[src/rtl/mod5_serial_sched_pkg.sv]
// Shared types and the mod-5 remainder step for the serial divisibility scheduler.
package mod5_pkg;

    typedef enum logic [1:0] {
        IDLE  = 2'd0,
        SHIFT = 2'd1,
        DONE  = 2'd2
    } state_t;

    localparam int MOD_BASE = 5;

    // Returns (2*rem + b) mod 5. The input is at most 9, so one conditional subtract is enough.
    function automatic logic [2:0] next_rem(input logic [2:0] rem, input logic b);
        logic [3:0] t;
        t = {rem, b};
        if (t >= 4'(MOD_BASE)) begin
            return 3'(t - 4'(MOD_BASE));
        end
        return t[2:0];
    endfunction

endpackage

[src/rtl/mod5_serial_sched_core.sv]
// Remainder register: folds in one bit per enabled cycle and keeps the running value mod 5.
module mod5_serial_core
    import mod5_pkg::*;
(
    input  logic       clk,
    input  logic       rst_n,
    input  logic       clr,
    input  logic       en,
    input  logic       bit_in,
    output logic [2:0] rem
);

    logic [2:0] rem_q;

    always_ff @(posedge clk) begin
        if (!rst_n) begin
            rem_q <= 3'd0;
        end else if (clr) begin
            rem_q <= 3'd0;
        end else if (en) begin
            rem_q <= next_rem(rem_q, bit_in);
        end
    end

    assign rem = rem_q;

endmodule

[src/rtl/mod5_serial_sched.sv]
// Round-robin scheduler that tests each accepted word for divisibility by 5, one bit per cycle.
// Define MOD5_REM_OUT_EN to add the resp_rem output port.
module mod5_serial_sched
    import mod5_pkg::*;
#(
    parameter  int NREQ  = 4,
    parameter  int WIDTH = 8,
    localparam int IDW   = (NREQ > 1) ? $clog2(NREQ) : 1
) (
    input  logic                  clk,
    input  logic                  rst_n,
    input  logic [NREQ-1:0]       req_valid,
    output logic [NREQ-1:0]       req_ready,
    input  logic [NREQ*WIDTH-1:0] req_data,
    output logic                  resp_valid,
    input  logic                  resp_ready,
    output logic [IDW-1:0]        resp_id,
    output logic                  resp_div,
    output logic                  busy
`ifdef MOD5_REM_OUT_EN
    ,
    output logic [2:0]            resp_rem
`endif
);

    localparam int CW = (WIDTH > 1) ? $clog2(WIDTH) : 1;

    state_t           state_q;
    logic [IDW-1:0]   last_q;
    logic [IDW-1:0]   id_q;
    logic [WIDTH-1:0] shreg_q;
    logic [CW-1:0]    cnt_q;
    logic             resp_valid_q;

    logic             grant_any;
    logic [IDW-1:0]   win;
    logic             accept;
    logic [2:0]       rem;

    // Search starts one past the last granted requester.
    always_comb begin
        grant_any = 1'b0;
        win       = '0;
        for (int k = 0; k < NREQ; k++) begin
            if (!grant_any && req_valid[(int'(last_q) + 1 + k) % NREQ]) begin
                grant_any = 1'b1;
                win       = IDW'((int'(last_q) + 1 + k) % NREQ);
            end
        end
    end

    assign accept    = rst_n && (state_q == IDLE) && grant_any;
    assign req_ready = accept ? (NREQ'(1) << win) : '0;

    always_ff @(posedge clk) begin
        if (!rst_n) begin
            state_q      <= IDLE;
            last_q       <= IDW'(NREQ - 1);
            id_q         <= '0;
            shreg_q      <= '0;
            cnt_q        <= '0;
            resp_valid_q <= 1'b0;
        end else begin
            case (state_q)
                IDLE: begin
                    if (grant_any) begin
                        shreg_q <= req_data[int'(win)*WIDTH +: WIDTH];
                        id_q    <= win;
                        last_q  <= win;
                        cnt_q   <= CW'(WIDTH - 1);
                        state_q <= SHIFT;
                    end
                end
                SHIFT: begin
                    shreg_q <= shreg_q << 1;
                    if (cnt_q == '0) begin
                        state_q      <= DONE;
                        resp_valid_q <= 1'b1;
                    end else begin
                        cnt_q <= cnt_q - CW'(1);
                    end
                end
                DONE: begin
                    if (resp_ready) begin
                        state_q      <= IDLE;
                        resp_valid_q <= 1'b0;
                    end
                end
                default: begin
                    state_q      <= IDLE;
                    resp_valid_q <= 1'b0;
                end
            endcase
        end
    end

    mod5_serial_core u_core (
        .clk    (clk),
        .rst_n  (rst_n),
        .clr    (accept),
        .en     (state_q == SHIFT),
        .bit_in (shreg_q[WIDTH-1]),
        .rem    (rem)
    );

    assign resp_valid = resp_valid_q;
    assign resp_id    = id_q;
    assign resp_div   = resp_valid_q && (rem == 3'd0);
    assign busy       = (state_q != IDLE);

`ifdef MOD5_REM_OUT_EN
    assign resp_rem = resp_valid_q ? rem : 3'd0;
`endif

endmodule
[config.mk]
export PLATFORM = sky130hd
export DESIGN_NAME = mod5_serial_sched
export DESIGN_NICKNAME = d
export VERILOG_FILES = /design/src/rtl/mod5_serial_sched_pkg.sv /design/src/rtl/mod5_serial_sched_core.sv /design/src/rtl/mod5_serial_sched.sv
export SDC_FILE = /design/constraint.sdc
export NUM_CORES = 1
export LEC_CHECK = 0
export ABC_AREA = 1
export CORE_MARGIN = 4
export CORE_UTILIZATION = 45
export DETAILED_ROUTE_END_ITERATION = 7
export GPL_TIMING_DRIVEN = 1
export PLACE_DENSITY = 0.78
export REMOVE_ABC_BUFFERS = 1
export SLEW_MARGIN = 5
export SYNTH_ARGS = -nofsm -noshare
export SYNTH_HDL_FRONTEND = slang
export SYNTH_SLANG_ARGS = --single-unit
[constraint.sdc]
create_clock -name clk -period 2.4 [get_ports clk]
set_clock_uncertainty 0.15 [all_clocks]
set_input_delay 0.24 -clock clk [delete_from_list [all_inputs] [get_ports clk]]
set_output_delay 0.24 -clock clk [all_outputs]
set_load 0.02 [all_outputs]
# [Yosys cells after proc, flatten, opt, wreduce, memory -nomap -nowiden]
# Cells that the tools add are included.
# W data, S select, Z words.
[op_classes] magnitude_cmp=5 n_eq_ne=6 n_addsub=6 n_mux=39 shift=2 bitwise_logic=6 reduce_logical=24
[ops] cell="$shiftx A32 B6 Y8" n=1
[ops] cell="$mux W1" n=18
[ops] cell="$lt A3 B4 Y1 const B" n=4
[ops] cell="$pmux W8 S2" n=1
[ops] cell="$mux W2" n=7
[ops] cell="$mux W3" n=4
[ops] cell="$reduce_or A2 Y1" n=5
[ops] cell="$reduce_and A3 Y1" n=3
[ops] cell="$bmux W1 S2" n=4
[ops] cell="$mux W8" n=1
[ops] cell="$ne A2 B2 Y1 const B" n=4
[ops] cell="$logic_and A1 B1 Y1" n=6
[ops] cell="$logic_not A3 Y1" n=2
[ops] cell="$pmux W2 S3" n=1
[ops] cell="$pmux W3 S2" n=1
[ops] cell="$add A2 B1 Y2 const B" n=2
[ops] cell="$add A2 B2 Y2 const B" n=2
[ops] cell="$and A1 B1 Y1 const A" n=4
[ops] cell="$ge A4 B3 Y1 const B" n=1
[ops] cell="$mux W4" n=1
[ops] cell="$reduce_and A2 Y1" n=2
[ops] cell="$reduce_bool A2 Y1" n=2
[ops] cell="$shl A1 B2 Y4 const A" n=1
[ops] cell="$logic_not A1 Y1" n=3
[ops] cell="7 further kinds" n=8
[word_totals] output_inout_bits=9 regBits=21 input_bits=39

# [Longest topological paths before layout]
[logic_depth] ltp_word=20 depth_mapped=18 ltp_nobuf=16

# [Hierarchy]
# From an unflattened synthesis, not the netlist that was laid out.
[hier_totals] cells_unflattened=278 area_unflattened_um2=1650.3
[modules_own_cells] mod="mod5_serial_sched" instances=1 cells_per_inst=245 area_per_inst_um2=1446.4 seq_area_each_um2=360.3
[modules_own_cells] mod="mod5_serial_core" instances=1 cells_per_inst=33 area_per_inst_um2=203.9 seq_area_each_um2=60.1

# [Worst setup path after synthesis]
# Ideal clock, no wire load.
[synth_path] path_type="register -> output" from="register last_q[0]" to="output req_ready[2]" path_stages_with_launch=12 arrival_ns=1.831 path_buffers=2 required_ns=2.010 slack_ns=0.179 path_cell_list="dfxtp_1 -> buf_4 -> inv_4 -> nand2_1 -> and2_1 -> nor2_1 -> nor2_1 -> nand3_4 -> nand2_4 -> buf_8 -> inv_2 -> nor3_1"
[synth_via] elab_chain_len=16 elab_cells_between_ends=33 cone_classes="4 x add/sub; 1 x shift; 21 x mux; 7 x reduce/logical"
[synth_rtl] element="from (decl)" line="mod5_serial_sched.sv:29" source="logic [IDW-1:0] last_q;"
[synth_rtl] element="from (signal assigned)" line="mod5_serial_sched.sv:58" source="last_q <= IDW'(NREQ - 1);"
[synth_rtl] element="from (signal assigned)" line="mod5_serial_sched.sv:69" source="last_q <= win;"
[synth_rtl] element="$add A2 B1 Y2 *" line="mod5_serial_sched.sv:45, mod5_serial_sched.sv:47"
[synth_rtl] element="parallel branches: the longest is 14 deep, another holds $add A2 B1 Y2"
[synth_rtl] element="$mux W4 *" line="mod5_serial_sched.sv:53" source="assign req_ready = accept ? (NREQ'(1) << win) : '0;"
[synth_rtl] element="to (decl)" line="mod5_serial_sched.sv:13" source="output logic [NREQ-1:0] req_ready,"
# Every way passes the cells marked *. The select of a mux whose other input is x is not followed.

# [Worst setup path after layout]
[layout_path] from="register last_q[0]" to="output req_ready[0]"
# Same word-level chain as after synthesis.

==> metrics.md <==
| Metric | Value |
|---|---|
| Worst hold path startpoint | `cnt_q[1]$_SDFFE_PN0P_` |
| Tot GR Track Use | `18.8%` |
| Worst-Skew Late Latency | `0.30 ns` |
| Clock Sinks | `21` |
| Post-Route WL | `4.12 mm` |
| Nets | `365` |
| CTS Buf Count | `3` |
| Vias in the first global route | `1581` |
| Combinational share of power | `77.7%` |
| Layout cell share with drive strength beyond 1 | `21.8%` |
| Final Hold Slack | `0.317 ns` |
| Clock share of power | `5.4%` |
| Final std cells w/o fill | `365` |
| Final Critical Period | `2.34 ns` |
| Clock tree from TritonCTS | `built` |
| Hold Crit Class | `reg -> reg` |
| Pin count of the biggest net entering global routing | `18` |
| First-pass GRT wire length | `6.71 mm` |
| Fill cells | `287` |
| Cts hold-fix bufs | `0` |
| Setup CP Type | `reg -> out` |
| Internal cell power | `0.00150 W` |
| Post-synth EDFFs | `0` |
| Net Sw Frac | `51.7%` |
| Status | `complete, no violations` |
| Core ar. | `0.00315 sq mm` |
| Via count | `1795` |
| GR Layer Usage met3 | `2.70%` |
| Sequential fraction of design power | `16.9%` |
| # diodes | `0` |
| Die extent in x | `66.5 um` |
| Syn_area_per_cell | `6.02 sq um` |
| Buffer and inverter count on the worst path | `6` |
| Pleak | `1.13 nW` |
| Worst-path clk slew | `0.11 ns` |
| CP required | `2.01 ns` |
| Max Slew Vio Count | `0` |
| Crit path arrival time | `1.95 ns` |
| Post-synth ARST share | `0%` |
| FF-to-FF Start | `last_q[0]$_SDFFE_PN1P_` |
| Die area | `0.00442 sq mm` |
| Crit-path most repeated cell | `nand2_2` |
| Switch Pwr | `0.00161 W` |
| Final Hold Viols | `0` |
| Crit-path leading delay family | `simple AND/OR/NAND/NOR gates` |
| Distinct cell type count after synthesis | `29` |
| H-tree levels | `1` |
| Slowest cell on crit path | `dfxtp_4` |
| WL/cell | `11.3 um` |
| Vias/cell | `4.92` |
| Post-route DRC | `0` |
| Starting Density | `48.8%` |
| Dpl hpwl | `3.14 mm` |
| GR Util met1 | `23.7%` |
| Initial antenna violation count | `0` |
| Yosys reg bits | `21` |
| Reg2Reg Setup Slack | `0.41 ns` |
| Met2 usage | `34.8%` |
| Port Buffer Count | `47` |
| Fmax | `427 MHz` |
| Cells after Synth | `256` |
| GRT Residual Overflow | `0` |
| Highest-count cells in the layout ignoring fill and taps | `94 x nand2_1, 43 x clkdlybuf4s50_1, 24 x nand3_1` |
| Worst r2r path cells | `16` |
| Main synth FF type | `dfxtp_1` |
| Placed cell count | `360` |
| Core Util, Final | `73.0%` |
| Synth Cell Area | `0.00154 sq mm` |
| Most crowded layer after global routing | `met2` |
| Hold depth | `2` |
| Commonest non-fill, non-tap cell in the layout | `nand2_1` |
| Seq/Total Area, Yosys | `27.3%` |
| Final setup fails | `0` |
| Num rows | `20` |
| Layout area overhead | `49.4%` |
| Worst path cell trace | `buf_6, nand2_2, nand2_2, nand2_1, nand2_2, inv_2, nand3_1, inv_1, nor2_2, buf_6, inv_4, nor3_1, buf_2` |
| Max-slew headroom | `73.7%` |
| Unrepaired setup endpoints after global routing | `true` |
| Critical path peak fanout | `6` |
| Placer Congestion | `0.775` |
| Clk buf depth | `2` |
| Worst hold path endpoint | `cnt_q[1]$_SDFFE_PN0P_` |
| Crit path launch type | `flop` |
| Root Driver | `clkbuf_4` |
| DR iter-0 viols | `64` |
| Worst slew pin tran | `0.393 ns` |
| Antenna Nets Post-Route | `0` |
| Top Ports | `48` |
| Crit. End Element | `output pin` |
| R2r endpoint | `shreg_q[2]$_SDFFE_PN0P_` |
| CP peak stage delay | `0.41 ns` |
| DRT Pass-1 Iters | `4` |
| Die H | `66.5 um` |
| Pwr dens | `1350 mW/mm^2` |
| Final Cycle Share | `97.7%` |
| VDD IR max | `0.668 mV` |
| Warnings from Yosys | `0` |
| Max Cap Viol | `0` |
[sequential cells by signal, summed over array words and instances, names as in the netlist]
register    flops
last_q          2
cnt_q           3
u_core.rem      3
resp_id         2
resp_valid      1
shreg_q         8
state_q         2
[worst min-delay path: stages (launching register included)]
cell,delay (ns)
dfxtp_1,0.31
inv_1,0.06
a21oi_1,0.06
[metrics by stage]
step           TNS, ns  area (sq um)  setup WS (ns)  total power (W)
2_1_floorplan  -0.0910          1490        -0.0455          0.00190
3_3_place_gp     -1.18          2170         -0.315          0.00268
3_5_place_dp     -1.26          2170         -0.350          0.00272
4_1_cts              0          2180        0.00594          0.00287
5_1_grt         -0.163          2300        -0.0544          0.00343
6_report             0          2300         0.0560          0.00311
[how the worst max path moves through the flow]
stage / start / endpoint / slack [ns] / cells past startpoint
5_1_grt: last_q[1]$_SDFFE_PN1P_ / req_ready[1] / -0.05 / 13
3_3_place_gp: req_valid[0] / req_ready[2] / -0.31 / 12
3_5_place_dp: req_valid[1] / req_ready[2] / -0.35 / 12
4_1_cts: last_q[0]$_SDFFE_PN1P_ / req_ready[2] / 0.006 / 12
6_report: last_q[0]$_SDFFE_PN1P_ / req_ready[0] / 0.06 / 13
2_1_floorplan: last_q[0]$_SDFFE_PN1P_ / req_ready[0] / -0.05 / 10
[power by group through the flow]
stage	logic, W	clock network, W	registers, W
4_1_cts	0.00218	0.000171	0.000520
6_report	0.00242	0.000168	0.000525
3_3_place_gp	0.00216	0	0.000521
5_1_grt	0.00271	0.000179	0.000536
3_5_place_dp	0.00219	0	0.000525
2_1_floorplan	0.00135	0	0.000544
[what timing repair did]
action	4_1_cts	5_1_grt
pin swaps	1	10
setup endpoints to repair	4	4
hold endpoints to repair	0	0
gates resized for setup	23	32
setup buffers	0	1
[synth_stat cells, drive strengths merged (2+ instances only)]
cell type    n  share of area, %
nand2      117                32
a21oi       11               3.6
ha           4               3.2
nor3         4               1.3
buf          5               2.6
o21ai        9               3.2
nor2        14               3.9
o22ai        6               2.4
nand3       25               8.9
inv         30               7.5
dfxtp       21                27
clkbuf       2              0.49
[layer usage]
layer | part of all wire, % | routed length [um]
met1 | 43 | 1770
met5 | 0 | 0
met4 | 0.41 | 17
met3 | 3.3 | 137
met2 | 53 | 2190
[area by class of cell]
type | count | area (sq um) | share of cell area, %
multi-input combinational | 198 | 1030 | 44.8
timing repair buffer | 68 | 646 | 28.1
sequential | 21 | 425 | 18.5
inverter | 30 | 118 | 5.11
tap | 44 | 55.1 | 2.39
clock buffer | 4 | 26.3 | 1.14
[cells by family (layout without fill, tap and decap cells)]
group,after synthesis,after routing,share of synthesized area (%)
AOI/OAI and AO/OA,30,30,11.3
adders and majority gates,4,4,3.25
buffers and inverters,37,102,10.6
DFF,21,21,27.3
and+or+nand+nor,164,164,47.6
No activity file was read; power rests on OpenSTA's default activity.
